$ cat src/rtl/lsu_pkg.sv
// lsu_pkg: shared types and helpers for the data-memory load/store unit.
//   size_e  - request size encodings (byte, half, word, reserved)
//   state_e - load_store_unit FSM states
//   req_error() - accept-cycle check for reserved size, misalignment and range
package lsu_pkg;

  typedef enum logic [1:0] {
    SIZE_BYTE = 2'b00,
    SIZE_HALF = 2'b01,
    SIZE_WORD = 2'b10,
    SIZE_RSVD = 2'b11
  } size_e;

  typedef enum logic [1:0] {
    ST_IDLE = 2'b00,
    ST_RD   = 2'b01,
    ST_WR   = 2'b10,
    ST_RESP = 2'b11
  } state_e;

  // Range is judged on the whole containing word, so a byte access near the
  // top can fail even when its own byte would be in range.
  function automatic logic req_error(input size_e       size,
                                     input logic [31:0] addr,
                                     input logic [31:0] limit);
    logic [31:0] last_byte;
    last_byte = {addr[31:2], 2'b00} + 32'd3;
    req_error = (size == SIZE_RSVD)
             || ((size == SIZE_HALF) && addr[0])
             || ((size == SIZE_WORD) && (addr[1:0] != 2'b00))
             || (last_byte > limit);
  endfunction

endpackage

$ cat src/rtl/lsu_lane.sv
// lsu_lane: combinational big-endian lane logic.
//   word_i     - word read from memory
//   offset_i   - byte offset within the word (ReqAddr[1:0])
//   size_i     - access size (lsu_pkg::size_e encoding)
//   unsigned_i - zero-extend loads when set
//   store_i    - right-justified store data
//   load_o     - selected and extended load value
//   merged_o   - word to write back (lane replaced for sub-word stores)
module lsu_lane
  import lsu_pkg::*;
(
  input  logic [31:0] word_i,
  input  logic [1:0]  offset_i,
  input  logic [1:0]  size_i,
  input  logic        unsigned_i,
  input  logic [31:0] store_i,
  output logic [31:0] load_o,
  output logic [31:0] merged_o
);

  logic [7:0]  byte_v;
  logic [15:0] half_v;

  always_comb begin
    byte_v   = 8'h00;
    half_v   = 16'h0000;
    load_o   = '0;
    merged_o = word_i;

    // Offset 0 is the most significant byte.
    case (offset_i)
      2'd0:    byte_v = word_i[31:24];
      2'd1:    byte_v = word_i[23:16];
      2'd2:    byte_v = word_i[15:8];
      default: byte_v = word_i[7:0];
    endcase
    half_v = offset_i[1] ? word_i[15:0] : word_i[31:16];

    case (size_i)
      SIZE_BYTE: begin
        load_o = {{24{byte_v[7] & ~unsigned_i}}, byte_v};
        case (offset_i)
          2'd0:    merged_o[31:24] = store_i[7:0];
          2'd1:    merged_o[23:16] = store_i[7:0];
          2'd2:    merged_o[15:8]  = store_i[7:0];
          default: merged_o[7:0]   = store_i[7:0];
        endcase
      end
      SIZE_HALF: begin
        load_o = {{16{half_v[15] & ~unsigned_i}}, half_v};
        if (offset_i[1]) merged_o[15:0]  = store_i[15:0];
        else             merged_o[31:16] = store_i[15:0];
      end
      default: begin
        load_o   = word_i;
        merged_o = store_i;
      end
    endcase
  end

endmodule

$ cat src/rtl/load_store_unit.sv
// load_store_unit: initiator side of the data-memory port.
// Accepts one load/store at a time, drives a word-wide big-endian memory with
// active-low MemRead/MemWrite, and holds a response until RespReady.
//   CLK, RST         - clock, synchronous active-low reset
//   ReqValid/Ready   - request handshake; ReqStore/ReqSize/ReqUnsign/ReqAddr/ReqWData
//   RespValid/Ready  - response handshake; RespData, RespErr
//   Address, WriteData, MemRead, MemWrite, ReadData - memory port
module load_store_unit
  import lsu_pkg::*;
#(
  parameter int unsigned ADDR_LIMIT = 60
) (
  input  logic        CLK,
  input  logic        RST,
  input  logic        ReqValid,
  output logic        Ready,
  input  logic        ReqStore,
  input  logic [1:0]  ReqSize,
  input  logic        ReqUnsign,
  input  logic [31:0] ReqAddr,
  input  logic [31:0] ReqWData,
  output logic        RespValid,
  input  logic        RespReady,
  output logic [31:0] RespData,
  output logic        RespErr,
  output logic [31:0] Address,
  output logic [31:0] WriteData,
  output logic        MemRead,
  output logic        MemWrite,
  input  logic [31:0] ReadData
);

  state_e      state_q, state_d;
  logic        store_q;
  size_e       size_q;
  logic        unsign_q;
  logic [31:0] addr_q;
  logic [31:0] wdata_q;
  logic        err_q;
  logic [31:0] rdata_q;

  logic        accept;
  logic        req_err;
  logic [31:0] lane_load;
  logic [31:0] lane_merged;

  assign req_err = req_error(size_e'(ReqSize), ReqAddr, ADDR_LIMIT);

  // The raw word is kept in rdata_q; both the load result (in RESP) and the
  // read-modify-write word (in WR) are derived from it, so RespData stays
  // stable while the response is held.
  lsu_lane u_lane (
    .word_i     (rdata_q),
    .offset_i   (addr_q[1:0]),
    .size_i     (size_q),
    .unsigned_i (unsign_q),
    .store_i    (wdata_q),
    .load_o     (lane_load),
    .merged_o   (lane_merged)
  );

  always_ff @(posedge CLK) begin
    if (!RST) begin
      state_q  <= ST_IDLE;
      store_q  <= 1'b0;
      size_q   <= SIZE_BYTE;
      unsign_q <= 1'b0;
      addr_q   <= '0;
      wdata_q  <= '0;
      err_q    <= 1'b0;
      rdata_q  <= '0;
    end else begin
      state_q <= state_d;
      if (accept) begin
        store_q  <= ReqStore;
        size_q   <= size_e'(ReqSize);
        unsign_q <= ReqUnsign;
        addr_q   <= ReqAddr;
        wdata_q  <= ReqWData;
        err_q    <= req_err;
      end
      if (state_q == ST_RD) begin
        rdata_q <= ReadData;
      end
    end
  end

  always_comb begin
    state_d   = state_q;
    accept    = 1'b0;
    Ready     = 1'b0;
    RespValid = 1'b0;
    RespData  = '0;
    RespErr   = 1'b0;
    Address   = '0;
    WriteData = '0;
    MemRead   = 1'b1;
    MemWrite  = 1'b1;

    case (state_q)
      ST_IDLE: begin
        Ready = 1'b1;
        if (ReqValid) begin
          accept = 1'b1;
          if (req_err)
            state_d = ST_RESP;
          else if (ReqStore && (ReqSize == SIZE_WORD))
            state_d = ST_WR;
          else
            state_d = ST_RD;
        end
      end
      ST_RD: begin
        MemRead = 1'b0;
        Address = {addr_q[31:2], 2'b00};
        state_d = store_q ? ST_WR : ST_RESP;
      end
      ST_WR: begin
        MemWrite  = 1'b0;
        Address   = {addr_q[31:2], 2'b00};
        WriteData = lane_merged;
        state_d   = ST_RESP;
      end
      default: begin
        RespValid = 1'b1;
        RespErr   = err_q;
        RespData  = (err_q || store_q) ? '0 : lane_load;
        if (RespReady) state_d = ST_IDLE;
      end
    endcase
  end

endmodule

$ cat config.mk
export PLATFORM = sky130hd
export DESIGN_NAME = load_store_unit
export DESIGN_NICKNAME = d
export VERILOG_FILES = /design/src/rtl/lsu_pkg.sv /design/src/rtl/lsu_lane.sv /design/src/rtl/load_store_unit.sv
export SDC_FILE = /design/constraint.sdc
export NUM_CORES = 1
export LEC_CHECK = 0
export ABC_AREA = 0
export BUFFER_PORTS_ARGS = -buffer_cell sky130_fd_sc_hd__buf_4
export CAP_MARGIN = 0
export CORE_MARGIN = 5
export CORE_UTILIZATION = 30
export CTS_CLUSTER_DIAMETER = 30
export DETAILED_ROUTE_END_ITERATION = 10
export PLACE_DENSITY_LB_ADDON = 0.1
export SYNTH_ARGS = -nofsm -noshare
export SYNTH_HDL_FRONTEND = slang
export SYNTH_SLANG_ARGS = --single-unit
$ cat constraint.sdc
create_clock -name CLK -period 1.95 [get_ports CLK]
set_input_delay 0.4875 -clock CLK [delete_from_list [all_inputs] [get_ports CLK]]
set_output_delay 0.4875 -clock CLK [all_outputs]
set_load 0.02 [all_outputs]
==> Yosys cells after proc, flatten, opt, wreduce, memory -nomap -nowiden <==
Index checks and enable logic that the tools add are counted.
{ "word_totals": {"latch_bits": 0, "in_bits": 104, "mem_count": 0, "mem_bits_ro": 0, "output_inout_bits": 101, "word_cells": 65, "mem_bits_rw": 0, "register_bits": 103} }
{ "classes": {"bitwise_logic": 3, "order_cmp": 1, "div": 0, "shifts": 0, "reduce_logical": 16, "mux": 27, "eq_ne": 9, "mul": 0, "add_sub_neg": 1} }
{ "ops": {"columns": ["cell", "n"], "rows": [
  ["32-bit 2-to-1 mux", 4],
  ["32-bit one-hot mux with 2 select lines", 2],
  ["16-bit 2-to-1 mux", 3],
  ["32-bit by 2-bit adder with 32-bit output, second input constant", 1],
  ["32-bit by 6-bit greater-than comparator with 1-bit output, second input constant", 1],
  ["8-bit 2-to-1 mux", 4],
  ["8-bit one-hot mux with 3 select lines", 1],
  ["2-bit by 1-bit == test with 1-bit output, second input constant", 4],
  ["2-bit == test, second input constant", 4],
  ["1-bit 2-to-1 mux", 8],
  ["2-bit 2-to-1 mux", 4],
  ["2-bit logical NOT", 3],
  ["2-bit one-hot mux with 3 select lines", 1],
  ["3-bit OR reduction", 2],
  ["1-bit logical OR", 4],
  ["4-bit nonzero test", 1],
  ["1-bit logical AND", 3],
  ["1-bit bitwise AND", 2],
  ["2-bit != test, second input constant", 1],
  ["2-bit AND reduction", 1],
  ["2-bit nonzero test", 1],
  ["2-bit OR reduction", 1],
  ["1-bit inverter", 1]
]} }

==> Logic depth before layout (Yosys ltp) <==
{ "depth": {"depth_word": 8, "depth_mapped": 8, "mapped_depth_nobuf": 6} }

==> Cells and area by module <==
A second synthesis with hierarchy kept.
{ "unflattened": {"hier_cells": 789, "area_unflattened_um2": 6183.4} }
{ "by_module_without_submodules": {"columns": ["mod", "seq_area_each_um2", "n_inst", "area_each_um2", "cells_per_inst"], "rows": [
  ["load_store_unit", 2062.0, 1, 4454.3, 549],
  ["lsu_lane", 0.0, 1, 1729.2, 240]
]} }

==> Least setup slack after synthesis <==
Ideal clock, no wire load.
{ "synth_path": {"kind": "reg-to-output", "start": "register state_q[0]", "end": "output port RespData[0]", "arrival_ns": 1.672, "required_time_ns": 1.462, "path_buffers": 1, "slack_ns": -0.209, "stages_incl_launch_ff": 5, "path_cell_list": "dfxtp_1 -> ha_1 -> nand2_1 -> clkbuf_1 -> nor3_1"} }
{ "synth_via": {"elab_chain_len": 3, "elab_cells_between_ends": 5, "classes_between": "eq/ne (2); mux (1); reduce/logical (2)"} }
{ "synth_rtl": {"columns": ["item", "line", "text"], "rows": [
  ["start, declared", "load_store_unit.sv:33", "state_e state_q, state_d;"],
  ["start signal, assigned", "load_store_unit.sv:73", "state_q <= state_d;"],
  ["2-bit by 1-bit == test with 1-bit output, or another cell as far along", "load_store_unit.sv:100", "case (state_q)"],
  ["3-bit OR reduction (no line) *", null, null],
  ["32-bit 2-to-1 mux *", "load_store_unit.sv:100", null],
  ["end, declared", "load_store_unit.sv:24", "output logic [31:0] RespData,"]
]} }
Every way passes the cells marked *; elsewhere a longest branch is shown, timed or not.

==> Final worst setup path <==
{ "layout_path": {"start": "register addr_q[1]", "end": "output port WriteData[15]"} }
{ "layout_via": {"elab_chain_len": 4, "elab_cells_between_ends": 5, "classes_between": "eq/ne (1); mux (4)"} }
{ "layout_rtl": {"columns": ["item", "line", "text"], "rows": [
  ["start, declared", "load_store_unit.sv:37", "logic [31:0] addr_q;"],
  ["start signal, assigned", "load_store_unit.sv:78", "addr_q <= ReqAddr;"],
  ["2-bit == test", "lsu_lane.sv:42", "case (offset_i)"],
  ["8-bit 2-to-1 mux", "lsu_lane.sv:42", null],
  ["32-bit one-hot mux with 2 select lines *", "lsu_lane.sv:39", "case (size_i)"],
  ["32-bit 2-to-1 mux *", "load_store_unit.sv:100", null],
  ["end, declared", "load_store_unit.sv:27", "output logic [31:0] WriteData,"]
]} }
Marked as above.

==> summary.json <==
{
  "status": {"value": "finished with violations"},
  "failed_checks": {"value": "negative setup slack"},
  "met1Wirelength": {"value": 9.725, "unit": "mm"},
  "sw_frac_of_total": {"value": 41.36, "unit": "%"},
  "finalHoldViolCount": {"value": 0},
  "dr_wl_met3": {"value": 1.444, "unit": "mm"},
  "period_share": {"value": 129.4, "unit": "%"},
  "antenna_left": {"value": 0},
  "routed-via-count": {"value": 6010},
  "root_buffer": {"value": "sky130_fd_sc_hd__clkbuf_16"},
  "power_share_of_the_clock_group": {"value": 18.3, "unit": "%"},
  "final_critical_path_setup_slack": {"value": -0.5733, "unit": "ns"},
  "detail_route.first_pass.iterations": {"value": 6},
  "cpPeakStageDelay": {"value": 0.38, "unit": "ns"},
  "report.final.slew_viol_count": {"value": 0},
  "timing.setup.tns": {"value": -30.60, "unit": "ns"},
  "grt_pass1_vias": {"value": 6029},
  "net-switching-power": {"value": 0.004283, "unit": "W"},
  "synthDistinctLibCells": {"value": 45},
  "postSynth.asyncResetShare": {"value": 0, "unit": "%"},
  "cp_max_fo": {"value": 8},
  "timing.slew.headroom": {"value": 61.67, "unit": "%"},
  "dieHeight": {"value": 147.3, "unit": "um"},
  "ioPinCount": {"value": 205},
  "number_of_design_rule_violations_left_by_the_first_detailed_router_iteration": {"value": 402},
  "detail_route.wirelength": {"value": 22.65, "unit": "mm"},
  "chipWidth": {"value": 147.3, "unit": "um"},
  "initial_antenna_violation_count": {"value": 0},
  "cts_inserted_buffers": {"value": 9},
  "synthDominantCellAreaShare": {"value": 36.48, "unit": "%"},
  "route.detailed.drc": {"value": 0},
  "syn-instance-count": {"value": 732},
  "cts_tree": {"value": "yes"},
  "power.ir.vdd_worst": {"value": 577.6, "unit": "uV"},
  "rows": {"value": 50},
  "overflow": {"value": 0},
  "mappedNetlistArea": {"value": 5653, "unit": "um^2"},
  "syn_avg_cell_area": {"value": 7.723, "unit": "um^2"},
  "layout_min_cycle_time": {"value": 2.523, "unit": "ns"},
  "setup-violations-final": {"value": 94},
  "critical_path_launch_point_type": {"value": "flip-flop"},
  "grt_setup_unrepaired": {"value": "true"},
  "start_util": {"value": 30.32, "unit": "%"},
  "cap_violations": {"value": 0},
  "clock-skew-final": {"value": 0.008629, "unit": "ns"},
  "htree_levels": {"value": 3},
  "clkSlewWorstSetupHoldPaths": {"value": 0.07, "unit": "ns"},
  "design.core.area": {"value": 18640, "unit": "um^2"},
  "min_path_type": {"value": "primary input to flip-flop"},
  "nNetsFinal": {"value": 1070},
  "cts_hold_buffers": {"value": 0},
  "combinationalPowerShare": {"value": 52.7, "unit": "%"},
  "cell_at_the_slowest_stage_of_the_critical_path": {"value": "sky130_fd_sc_hd__dfxtp_4"},
  "critPathTopFamily": {"value": "buffers and inverters"},
  "diodes": {"value": 0},
  "global_route_wire_length_before_repair": {"value": 34.38, "unit": "mm"},
  "internal_portion_of_total_power": {"value": 0.006074, "unit": "W"},
  "required_time_of_the_worst_setup_path": {"value": 1.46, "unit": "ns"},
  "cellLeakagePower": {"value": 3.978, "unit": "nW"},
  "wl_per_cell": {"value": 18.86, "unit": "um"},
  "gp_congestion": {"value": 0.7965},
  "worst-path-buf-inv": {"value": 3},
  "synth_top_area_cell": {"value": "sky130_fd_sc_hd__dfxtp_1"},
  "fp.dieArea": {"value": 21690, "unit": "um^2"},
  "power_per_cell_area": {"value": 1133, "unit": "nW/um^2"},
  "groute.usage.overall": {"value": 20.22, "unit": "%"},
  "path_cells": {"value": "nor2b_4 -> buf_6 -> buf_4 -> mux2_4 -> a222oi_1 -> nor2_2 -> buf_6"},
  "synth_area_leaders": {"value": "sky130_fd_sc_hd__dfxtp_1 (36%), sky130_fd_sc_hd__nand2_1 (10%), sky130_fd_sc_hd__mux2i_1 (8.9%)"},
  "max-clock-path-buffers": {"value": 2},
  "drive_gt1_share": {"value": 44.88, "unit": "%"},
  "synth_enable_flop_cells": {"value": 0},
  "synth_warn": {"value": 0},
  "worst_slew_pin_slew": {"value": 0.5718, "unit": "ns"},
  "placed_cells": {"value": 1175},
  "clock_sinks": {"value": 103},
  "critPathMostFrequentCell": {"value": "sky130_fd_sc_hd__buf_6"},
  "timing.critical_path.arrival": {"value": 2.04, "unit": "ns"},
  "power.share.sequential": {"value": 29.0, "unit": "%"},
  "dpl.hpwl": {"value": 16.76, "unit": "mm"},
  "max_freq": {"value": 396.3, "unit": "MHz"},
  "met2_wirelength": {"value": 11.07, "unit": "mm"},
  "grt_max_degree": {"value": 48},
  "ys.flop_type": {"value": "sky130_fd_sc_hd__dfxtp_1"},
  "port_buffers": {"value": 202},
  "endpoint_kind": {"value": "output pin"},
  "path_class": {"value": "flip-flop to output pin"},
  "yosysSeqAreaShare": {"value": 36.48, "unit": "%"},
  "clock_insertion_delay_worst_skew": {"value": 0.36, "unit": "ns"},
  "finalNonFillerCells": {"value": 1201},
  "drt-vias-per-instance": {"value": 5.004},
  "flow.area_growth_from_synthesis": {"value": 61.64, "unit": "%"},
  "ys_seq_elements": {"value": 103},
  "highest_layer": {"value": "met4"}
}
-- cells in the final DEF, fill, tap and decap left out, drive strengths merged, types with 4 or more instances in the layout --
cell	instances
mux2i	50
dfxtp	103
o21ai	4
nand2b	10
and2	32
inv	17
nor2	85
o22ai	8
nor4	8
a21oi	75
clkbuf	9
nor3	26
a221oi	13
a22oi	8
a222oi	8
buf	280
mux2	17
o2bb2ai	8
o211a	16
ha	4
nand2	157
clkinv	4
-- power by group through the flow --
stage	logic (W)	clock network [W]	registers [W]
2_1_floorplan	0.00275	0	0.00279
3_3_place_gp	0.00445	0	0.00296
3_5_place_dp	0.00444	0	0.00296
4_1_cts	0.00512	0.00195	0.00297
5_1_grt	0.00587	0.00204	0.00306
6_report	0.00545	0.00190	0.00300
-- registers in the layout, summed over array words and instances, names as in the netlist --
register  cells
store_q       1
size_q        2
rdata_q      32
wdata_q      32
err_q         1
unsign_q      1
addr_q       32
state_q       2
-- per-layer routing --
metal / up-vias / GRT usage, %
li1: 2968 / -
met1: 2834 / 25.55
met2: 184 / 34.45
met3: 24 / 4.935
met4: 0 / 5.592
met5: - / 0
-- synth_stat cells, types with 3 or more instances --
cell type	number
sky130_fd_sc_hd__a21oi_1	73
sky130_fd_sc_hd__a221oi_1	6
sky130_fd_sc_hd__a221oi_2	7
sky130_fd_sc_hd__a222oi_1	8
sky130_fd_sc_hd__a22oi_1	8
sky130_fd_sc_hd__and2_1	32
sky130_fd_sc_hd__buf_1	5
sky130_fd_sc_hd__buf_2	17
sky130_fd_sc_hd__buf_4	3
sky130_fd_sc_hd__clkbuf_1	36
sky130_fd_sc_hd__dfxtp_1	103
sky130_fd_sc_hd__ha_1	4
sky130_fd_sc_hd__inv_1	15
sky130_fd_sc_hd__mux2_1	3
sky130_fd_sc_hd__mux2_2	14
sky130_fd_sc_hd__mux2i_1	50
sky130_fd_sc_hd__nand2_1	157
sky130_fd_sc_hd__nand2b_1	10
sky130_fd_sc_hd__nor2_1	84
sky130_fd_sc_hd__nor3_1	26
sky130_fd_sc_hd__nor4_1	8
sky130_fd_sc_hd__o211a_1	16
sky130_fd_sc_hd__o21ai_0	4
sky130_fd_sc_hd__o22ai_1	8
sky130_fd_sc_hd__o2bb2ai_1	8
-- worst reg2reg max path, cell delays in order, from the launching register on --
cell and delay, ns:
sky130_fd_sc_hd__dfxtp_4 0.40, sky130_fd_sc_hd__inv_4 0.05, sky130_fd_sc_hd__buf_4 0.12, sky130_fd_sc_hd__ha_2 0.23, sky130_fd_sc_hd__nor3_1 0.20, sky130_fd_sc_hd__o21a_1 0.19, sky130_fd_sc_hd__mux2i_1 0.20, sky130_fd_sc_hd__o22ai_1 0.09
-- cell type report --
cell class	count	area, um^2
flip-flops and latches	103	2081
clock inverters	7	78.83
repair buffers	280	2462
clock buffers	9	225.2
fillers	1922	9505
multi-input cells	551	3923
well taps	234	292.8
inverters	17	75.07
-- logic make-up after synthesis --
kind of cell    share of synthesized area, %
simple gates                           25.28
compound gates                         19.10
flops                                  36.48
buf+inv                                5.954
mux                                    12.24
fa+ha+maj                             0.8854
other cells                          0.06634
-- per-stage QoR --
stage / area [um^2] / hold slack (ns) / total power, W / utilization (%) / setup slack, ns
after floorplan: 5766 / 0.4312 / 0.005546 / - / -0.07358
after global placement: 7924 / 0.4380 / 0.007408 / 42.50 / -0.4104
after detailed placement: 7924 / 0.4436 / 0.007405 / 42.50 / -0.4031
after CTS: 8738 / 0.3594 / 0.01005 / 46.87 / -0.5368
after global routing: 9138 / 0.3653 / 0.01097 / 49.01 / -0.6501
final: 9138 / 0.3683 / 0.01036 / 49.01 / -0.5733
-- repair_timing --
| action | 4_1_cts | 5_1_grt |
|---|---|---|
| gates cloned | 4 | 0 |
| buffers inserted | 3 | 3 |
| pin swaps | 48 | 9 |
| gates resized for setup | 135 | 59 |
| endpoints found under the setup margin | 95 | 95 |
-- final timing paths --
path / from / to / slack, ns / cells past startpoint
worst max-delay path: addr_q[1] / WriteData[15] / -0.57 / 7
worst min-delay path: ReadData[12] / rdata_q[12] / 0.37 / 3
worst max register to register: state_q[1] / state_q[0] / 0.35 / 7
worst min register to register: wdata_q[24] / wdata_q[24] / 0.45 / 2
No activity file was read; power rests on OpenSTA's default activity.
